[config.mk]
export PLATFORM = sky130hd
export DESIGN_NAME = comm_master
export DESIGN_NICKNAME = d
export VERILOG_FILES = /design/src/rtl/comm_master.sv
export SDC_FILE = /design/constraint.sdc
export NUM_CORES = 1
export LEC_CHECK = 0
export ABC_AREA = 1
export BUFFER_PORTS_ARGS = -buffer_cell sky130_fd_sc_hd__buf_2
export CORE_ASPECT_RATIO = 1.5
export CORE_MARGIN = 1
export CORE_UTILIZATION = 40
export CTS_CLUSTER_DIAMETER = 100
export DETAILED_ROUTE_END_ITERATION = 6
export PLACE_DENSITY = 0.61
export SYNTH_ARGS = -nofsm -noshare
export SYNTH_HDL_FRONTEND = slang
export SYNTH_SLANG_ARGS = --single-unit
export TNS_END_PERCENT = 50
[constraint.sdc]
create_clock -name clk -period 5.7 [get_ports clk]
set_input_delay 1.14 -clock clk [delete_from_list [all_inputs] [get_ports clk]]
set_output_delay 1.14 -clock clk [all_outputs]
set_load 0.05 [all_outputs]
[src/rtl/comm_master.sv]
// Host-side UART command transmitter: sends a 16-bit command as two 8N1 frames, high byte first.
// Optional even parity bit per frame when COMM_PARITY_EN is defined.
module comm_master #(
    parameter int unsigned BAUD_DIV = 2604
) (
    input  logic        clk,
    input  logic        rst_n,
    input  logic        send_cmd,
    input  logic [15:0] cmd,
    output logic        TX,
    output logic        cmd_sent
);

`ifdef COMM_PARITY_EN
    localparam logic [3:0] LAST_BIT = 4'd10;
`else
    localparam logic [3:0] LAST_BIT = 4'd9;
`endif
    localparam logic [15:0] BAUD_MAX = 16'(BAUD_DIV - 1);

    typedef enum logic [1:0] {
        IDLE,
        HIGH,
        LOW,
        DONE
    } state_t;

    state_t      state_q, state_d;
    logic        send_q, send_d;
    logic [15:0] shadow_q, shadow_d;
    logic [15:0] baud_q, baud_d;
    logic [3:0]  bit_q, bit_d;
    logic        tx_q, tx_d;
    logic        sent_q, sent_d;

    // Line level for bit position idx of a frame carrying data.
    function automatic logic frame_bit(input logic [7:0] data, input logic [3:0] idx);
        logic [2:0] sel;
        sel = 3'(idx - 4'd1);
        if (idx == 4'd0) begin
            return 1'b0;
        end else if (idx <= 4'd8) begin
            return data[sel];
`ifdef COMM_PARITY_EN
        end else if (idx == 4'd9) begin
            return ^data;
`endif
        end else begin
            return 1'b1;
        end
    endfunction

    always_comb begin
        state_d  = state_q;
        send_d   = send_cmd;
        shadow_d = shadow_q;
        baud_d   = baud_q;
        bit_d    = bit_q;
        sent_d   = sent_q;
        tx_d     = 1'b1;

        case (state_q)
            IDLE: begin
                if (send_cmd && !send_q) begin
                    shadow_d = cmd;
                    sent_d   = 1'b0;
                    baud_d   = '0;
                    bit_d    = '0;
                    state_d  = HIGH;
                end
            end
            HIGH, LOW: begin
                if (baud_q == BAUD_MAX) begin
                    baud_d = '0;
                    if (bit_q == LAST_BIT) begin
                        bit_d   = '0;
                        state_d = (state_q == HIGH) ? LOW : DONE;
                    end else begin
                        bit_d = bit_q + 4'd1;
                    end
                end else begin
                    baud_d = baud_q + 16'd1;
                end
            end
            DONE: begin
                sent_d  = 1'b1;
                state_d = IDLE;
            end
            default: state_d = IDLE;
        endcase

        // TX follows the next-state position so the start bit appears the clock after the start cycle.
        case (state_d)
            HIGH:    tx_d = frame_bit(shadow_d[15:8], bit_d);
            LOW:     tx_d = frame_bit(shadow_d[7:0], bit_d);
            default: tx_d = 1'b1;
        endcase
    end

    always_ff @(posedge clk or negedge rst_n) begin
        if (!rst_n) begin
            state_q  <= IDLE;
            send_q   <= 1'b0;
            shadow_q <= '0;
            baud_q   <= '0;
            bit_q    <= '0;
            tx_q     <= 1'b1;
            sent_q   <= 1'b0;
        end else begin
            state_q  <= state_d;
            send_q   <= send_d;
            shadow_q <= shadow_d;
            baud_q   <= baud_d;
            bit_q    <= bit_d;
            tx_q     <= tx_d;
            sent_q   <= sent_d;
        end
    end

    assign TX       = tx_q;
    assign cmd_sent = sent_q;

endmodule

==> After elaboration in Yosys (flattened, before gate mapping) <==
Cells that the tools add are included.
{ "word_totals": {"register_bits": 41, "n_memories": 0, "word_cells": 54, "inputBits": 19, "ramBits": 0, "romBits": 0, "latchBits": 0} }
{ "classes": {"order_cmp": 2, "addsub": 3, "mux": 25, "n_eq_ne": 8, "bitwise": 0, "n_reduce_logical": 9, "shifts": 0, "n_mul": 0, "div": 0} }
{ "ops": {"columns": ["op", "count"], "rows": [
  ["$mux W16", 4],
  ["$pmux W16 S2", 1],
  ["$add A16 B1 Y16 const B", 1],
  ["$eq A16 B12 Y1 const B", 1],
  ["$mux W4", 3],
  ["$mux W1", 8],
  ["$pmux W4 S2", 1],
  ["$bmux W1 S3", 2],
  ["$eq A2 B2 Y1 const B", 3],
  ["$mux W2", 3],
  ["$pmux W2 S3", 1],
  ["$add A4 B1 Y4 const B", 1],
  ["$eq A2 B1 Y1 const B", 2],
  ["$eq A4 B4 Y1 const B", 1],
  ["$le A4 B4 Y1 const B", 1],
  ["$logic_not A4 Y1", 1],
  ["$lt A3 B4 Y1 const B", 1],
  ["$pmux W1 S2", 2],
  ["$reduce_and A2 Y1", 2],
  ["$reduce_bool A2 Y1", 2],
  ["$sub A3 B1 Y3 const B", 1],
  ["$logic_not A2 Y1", 1],
  ["$ne A2 B2 Y1 const B", 1],
  ["$reduce_or A2 Y1", 1],
  ["2 further kinds", 2]
]} }

==> Depth between registers and ports, before layout <==
Gate-level depths: netlist (run 1).
{ "depth": {"depth_word": 10, "depth_mapped": 19} }

==> Least setup slack after synthesis (run 1) <==
OpenSTA, ideal clock, no wires.
{ "synth_timing": {"path_kind": "input-to-reg", "from": "input send_cmd", "to": "register tx_q (netlist: TX)", "arrival_time_ns": 2.582, "setup_time_ns": 0.060, "path_stages": 16, "path_slack_ns": 3.057, "path_buffers": 0, "path_cell_list": "inv_1 -> nor2_4 -> nor2_2 -> nor2_2 -> nand3_4 -> nand2_8 -> ha_1 -> inv_1 -> nand3_1 -> nand2_1 -> nand2_1 -> nand2_1 -> nand2_1 -> nand2_1 -> nand2_1 -> nand2_1"} }
{ "synth_between": {"elab_chain_len": 9} }
{ "synth_rtl": {"columns": ["element", "line_no", "rtl"], "rows": [
  ["start, declared", "8", "input logic send_cmd,"],
  ["$logic_and A1 B1 Y1 *", "64", "if (send_cmd && !send_q) begin"],
  ["$mux W4", "64", null],
  ["$pmux W4 S2", "62", "case (state_q)"],
  ["$sub A3 B1 Y3", "39", "sel = 3'(idx - 4'd1);"],
  ["$bmux W1 S3", "43", "return data[sel];"],
  ["$mux W1 (not written as such)", "43", null],
  ["$mux W1", "42", "end else if (idx <= 4'd8) begin"],
  ["$mux W1", "40", "if (idx == 4'd0) begin"],
  ["$pmux W1 S2 *", "93", "case (state_d)"],
  ["net tx_d", "33", "logic tx_q, tx_d;"],
  ["end signal, assigned", "115", "tx_q <= tx_d;"],
  ["end, declared", "33", null]
]} }
Mark *: on every way through the listed nets, which the timed path passes. The rest lies on a longest branch. The select of a mux whose other input is x is not followed.
A chain may end at the register's enable or synchronous reset.

==> Final worst setup path (run 1) <==
Same ends and word-level chain as after synthesis.

==> run summary, run 1 <==
status = complete, no violations
sequential area share after synthesis = 0.4230
H-tree levels = 2
Slew @ Worst Pin = 0.9435 ns
Worst Setup Start Kind = input pin
Hold Violations, Final = 0
final number of setup-violating endpoints = 0
cts repair resizes = 0
CP Class = in2reg
TNS Setup = 0 ns
vias per inst = 4.856
first drt pass iteration count = 4
Avg WL per Cell = 12.36 µm
register area = 0.001027 mm²
Final nets = 360
GRT overflow = 0
most frequent cell after synthesis = inv_1
drt total wl = 4993 µm
Min-Delay Path Class = reg2reg
# fillers = 581
fin area = 0.002690 mm²
clk buf depth = 2
fmax = 380.0 MHz
Die W = 65.62 µm
Cells after DPL = 397
critical path required time = 5.94 ns
core area = 0.005828 mm²
fin cells = 404
vias after detailed routing = 1,962
ys flop type = dfrtp_1
Synth Instances = 308
Syn Area/Cell = 7.885 µm²
critical-path maximum fanout = 10
area share of the largest cell type after synthesis = 0.4122
global-route wire length before repair = 8707 µm
leading area contributor after synthesis = dfrtp_1
placed cell area = 0.002600 mm²
vias in the first global route = 1,979
maximum vdd drop = 0.1288 mV
number of synthesized flops with an enable pin = 0
latest clock arrival within the worst-skew pair = 0.30 ns
CTS tree = built
share of cells above drive strength 1 = 0.1898
row cnt = 34
die height = 97.43 µm
Area Growth Syn to Fin = 10.77%
initial antenna violation count = 0
largest net degree at the start of global routing = 42
Initial DRC Count = 62
RSZ-0062 raised after global routing = false
Mapped Area = 0.002429 mm²
hold_buf cts = 0
Arr. time, crit path = 2.87 ns
ANT cells = 0
root buf cell = clkbuf_8
LEAKAGE = 1.615 nW
multi-input logic area = 0.001150 mm²
initial core utilization = 0.4167
fraction of registers with async set/reset = 1.000
Placer Congestion = 0.8956
final period utilization = 0.4617
clk_skew = 0.006115 ns
cts bufs inserted = 5
dominant cells by area after synthesis = dfrtp_1 (41%), inv_1 (8.7%), nand2_1 (6.6%)
Synthesis Warnings = 0
Die Footprint = 0.006393 mm²
Syn Nets = 336
postcts setup bufs = 0
Remaining DRCs = 0
final slew viol count = 0
Rel. slew slack = 0.3710
Top Ports = 21
GRT Total Usage = 0.1767
Power Density = 191.1 mW/mm²
Clk pin slew, worst setup/hold paths = 0.08 ns
Synth cell types = 33
Clock Sinks = 41
Commonest cells post-synth = inv_1 (56), nand2_1 (43), dfrtp_1 (40), nand3_1 (26), o21ai_0 (25)
DP Wirelength = 3728 µm
post-layout min period = 2.632 ns
Worst setup EP type = flop
ANT nets after route = 0
Seq cells post-synth = 41
max-cap violations = 0
port bufs = 20
## final timing paths
kind | startpoint | to | slack, ns | cells past startpoint
setup / recovery | send_cmd | TX$_DFF_PN1_ | 3.07 | 17
hold / removal | cmd_sent$_DFFE_PN0P_ | cmd_sent$_DFFE_PN0P_ | 0.51 | 2
setup reg to reg | state_q[0]$_DFF_PN0_ | TX$_DFF_PN1_ | 3.26 | 17
hold reg to reg | cmd_sent$_DFFE_PN0P_ | cmd_sent$_DFFE_PN0P_ | 0.51 | 2
max in group asynchronous | rst_n | baud_q[15]$_DFFE_PN0P_ | 4.13 | 1
min in group asynchronous | rst_n | baud_q[14]$_DFFE_PN0P_ | 0.98 | 1
## state kept, by name (all words and copies together), names as in the netlist
name / cells
send_q: 1
baud_q: 16
shadow_q: 16
state_q: 2
cmd_sent: 1
TX: 1
bit_q: 4
## power by group
part	switching, W	internal (W)
logic	0.0000112	0.00000618
clock network	0.000107	0.0000959
registers	0.00000157	0.000292
## worst max-delay path, stage by stage
cell,delay [ns]
buf_2,0.08
inv_1,0.05
nor2_4,0.14
nor2_2,0.07
nor2_2,0.21
nand3_4,0.19
nand2_8,0.13
ha_1,0.28
inv_1,0.13
nand3_1,0.09
nand2_1,0.07
nand2_1,0.05
nand2_1,0.05
nand2_1,0.04
nand2_1,0.05
nand2_1,0.05
nand2_1,0.05
## placed cells by master, fill, tap and decap left out, types with 2 or more instances in the layout
cell,instances
nor4_1,2
nor3_1,11
o22ai_1,5
clkinv_1,2
nand2_4,4
ha_1,9
xor2_1,4
buf_2,20
o21ai_0,25
nand2_2,4
o21ai_1,3
a21oi_1,10
nor2_4,3
inv_2,4
nand3_1,26
dfrtp_1,40
inv_1,56
nand2_1,43
nor2_2,4
or2_1,4
nand4_1,4
nor2_1,21
clkbuf_8,6
or2_2,12
## cell type report
type                            instances  area share
Sequential cell                        41      0.3819
Inverter                               62     0.08651
Timing Repair Buffer                   20     0.03721
Clock inverter                          1    0.002791
Tap cell                               72     0.03349
Clock buffer                            6     0.03070
Multi-Input combinational cell        202      0.4274
## cells by family after synthesis
kind of cell | Yosys count | synth area share
AND/OR/NAND/NOR | 142 | 0.3091
buffers and inverters | 65 | 0.1036
AO/OA/AOI/OAI | 47 | 0.1036
flip-flops | 41 | 0.4230
adder cells (fa/ha/maj) | 9 | 0.04637
XOR/XNOR | 4 | 0.01442
## metrics by stage
step,hold WS [ns],total power (W),setup WS (ns),utilization
global placement,0.5096,0.0003175,2.842,0.4461
CTS,0.5256,0.0005204,3.076,0.4616
global route,0.5494,0.0005376,2.805,0.4616
floorplan,0.4868,0.0003046,3.057,-
finish,0.5113,0.0005140,3.068,0.4616
detailed placement,0.5072,0.0003178,2.763,0.4461
## routing by layer
| metal | GRT usage | routed length [µm] | part of all wire | vias up |
|---|---|---|---|---|
| li1 | - | - | - | 1027 |
| met1 | 0.1910 | 2031 | 0.41 | 896 |
| met2 | 0.3226 | 2742 | 0.55 | 31 |
| met3 | 0.03286 | 120 | 0.024 | 8 |
| met4 | 0.07191 | 99 | 0.020 | 0 |
| met5 | 0 | 0 | 0 | - |
(Power assumes the default switching activity.)
==> run 2, diff against run 1 <==
==> constraint.sdc (replaced) <==
create_clock -name clk -period 2.65 [get_ports clk]
set_input_delay 0.53 -clock clk [delete_from_list [all_inputs] [get_ports clk]]
set_output_delay 0.53 -clock clk [all_outputs]
set_load 0.05 [all_outputs]
==> run 2 against run 1 <==
  * First-iteration DRC count fell by 13%
  * Cell count rose by 1.2%
  * Count of clock-buffer cells in the layout did not move
  * Non-clock buffer count rose by 4
  * Via count rose by 3.2%
  * Largest power group unchanged
  * Global-route usage rose by 0.72 points
  * Sequential share of layout area fell by 0.42 points
  * Critical path depth rose by 2
  * Critical endpoint unchanged
  * Clock power rose by 100%
==> run summary, run 2 (synthesis gave the netlist of run 1 again) <==
status = complete, no violations
Rel. slew slack = 0.3937 (+0.02276)
core area = 0.005828 mm² (unchanged)
Top Ports = 21 (unchanged)
row cnt = 34 (unchanged)
Largest regs = baud_q (16), shadow_q (16), bit_q (4)
Post-Place Worst Slack = 0.2823 ns (-2.481 ns)
Area Growth Syn to Fin = 12.00%
final period utilization = 0.8891
Avg WL per Cell = 12.60 µm (+2.0%)
drt total wl = 5154 µm (+3.2%)
fmax = 424.4 MHz
cts bufs inserted = 5 (unchanged)
Die W = 65.62 µm (unchanged)
vias in the first global route = 2,062 (+4.2%)
Power Density = 396.1 mW/mm² (+110%)
RSZ-0062 raised after global routing = false
GRT Total Usage = 0.1839 (+0.007209)
first drt pass iteration count = 4 (unchanged)
commonest non-fill, non-tap cell in the layout = inv_1
share of cells above drive strength 1 = 0.2047 (+0.01499)
CP Class = reg2reg
Slew @ Worst Pin = 0.9094 ns (-0.03414 ns)
die height = 97.43 µm (unchanged)
global-route wire length before repair = 8963 µm (+2.9%)
Arr. time, crit path = 2.59 ns (-0.28 ns)
root buf cell = clkbuf_8
final number of setup-violating endpoints = 0 (unchanged)
maximum vdd drop = 0.2242 mV (+74%)
critical-path maximum fanout = 10 (unchanged)
final setup margin = 0.2938 ns (-2.775 ns)
Worst setup EP type = flop
Placer Congestion = 0.9381 (+4.7%)
hold_buf cts = 0 (unchanged)
flop2flop setup slack = 0.29 ns (-2.97 ns)
vias per inst = 4.949 (+1.9%)
clk buf depth = 2 (unchanged)
TNS Setup = 0 ns (unchanged)
ANT nets after route = 0 (unchanged)
Clk pin slew, worst setup/hold paths = 0.08 ns (about the same)
critical path required time = 2.89 ns (-3.05 ns)
final slew viol count = 0 (unchanged)
latest clock arrival within the worst-skew pair = 0.30 ns (about the same)
Final Util = 0.4667 (+0.005153)
initial antenna violation count = 0 (unchanged)
Final nets = 364 (+1.1%)
initial core utilization = 0.4167 (unchanged)
Worst Setup Start Kind = flop
Hold Violations, Final = 0 (unchanged)
vias after detailed routing = 2,024 (+3.2%)
CTS tree = built
max-cap violations = 0 (unchanged)
largest net degree at the start of global routing = 42 (unchanged)
DP Wirelength = 3932 µm (+5.5%)
LEAKAGE = 1.635 nW (+1.2%)
commonest non-fill, non-tap cells in the layout = inv_1 (56), nand2_1 (43), dfrtp_1 (40)
H-tree levels = 2 (unchanged)
Die Footprint = 0.006393 mm² (unchanged)
post-layout min period = 2.356 ns
Remaining DRCs = 0 (unchanged)
GRT overflow = 0 (unchanged)
ANT cells = 0 (unchanged)
total design power = 0.001077 W (+110%)
port bufs = 20 (unchanged)
Min-Delay Path Class = in2reg
clk_skew = 0.01045 ns (+0.004335 ns)
Initial DRC Count = 54 (-13%)
Clock Sinks = 41 (unchanged)
run 2: final cells by class:
type	instances	area, µm²
tap	72	90.09
inverter	62	232.7
timing repair buffer	24	130.1
clock inverter	2	10.01
fill	605	3108
multi-input combinational	202	1157
sequential	41	1027
clock buffer	6	72.57
run 2: critical path: stages (launching register included):
cell,delay [ns]
dfrtp_1,0.40
ha_1,0.22
nand2_1,0.10
clkinv_1,0.11
nand2_2,0.12
nor2_4,0.05
nand2_4,0.08
nand2_4,0.07
nand3_4,0.13
nand2_8,0.09
ha_1,0.34
inv_1,0.13
nand3_1,0.08
nand2_1,0.07
nand2_1,0.04
nand2_1,0.06
nand2_1,0.04
nand2_1,0.05
nand2_1,0.04
nand2_1,0.05
run 2: metal layers:
layer,up-vias,track usage,wire length [µm]
met5,-,0,0
li1,1048,-,-
met4,0,0.08194,162
met3,12,0.03521,109
met2,28,0.3493,2876
met1,936,0.1822,2005
run 2: timing repair:
action / CTS / global route
buffers inserted: 0 / 3
endpoints found under the setup margin: 0 / 1
gates resized for setup: 0 / 2
run 2: stage by stage:
stage          hold WS [ns]  area, µm²  cells
3_3_place_gp         0.5133       2608    398
4_1_cts              0.3428       2690    406
2_1_floorplan        0.2344       2429    308
6_report             0.3471       2720    409
3_5_place_dp         0.5177       2608    398
5_1_grt              0.3404       2720    409
run 2: worst paths after layout:
path | startpoint | endpoint | cells past startpoint
setup / recovery | baud_q[0]$_DFFE_PN0P_ | TX$_DFF_PN1_ | 19
hold / removal | send_cmd | send_q$_DFF_PN0_ | 1
setup reg to reg | baud_q[0]$_DFFE_PN0P_ | TX$_DFF_PN1_ | 19
hold reg to reg | baud_q[11]$_DFFE_PN0P_ | baud_q[11]$_DFFE_PN0P_ | 1
max in group asynchronous | rst_n | shadow_q[5]$_DFF_PN0_ | 1
min in group asynchronous | rst_n | baud_q[14]$_DFFE_PN0P_ | 1
run 2: power by group:
group	internal (W)	switching, W	total, W
clock	0.000183	0.000225	0.000408
combinational	0.0000133	0.0000240	0.0000373
sequential	0.000629	0.00000309	0.000632
total	0.000825	0.000252	0.00108
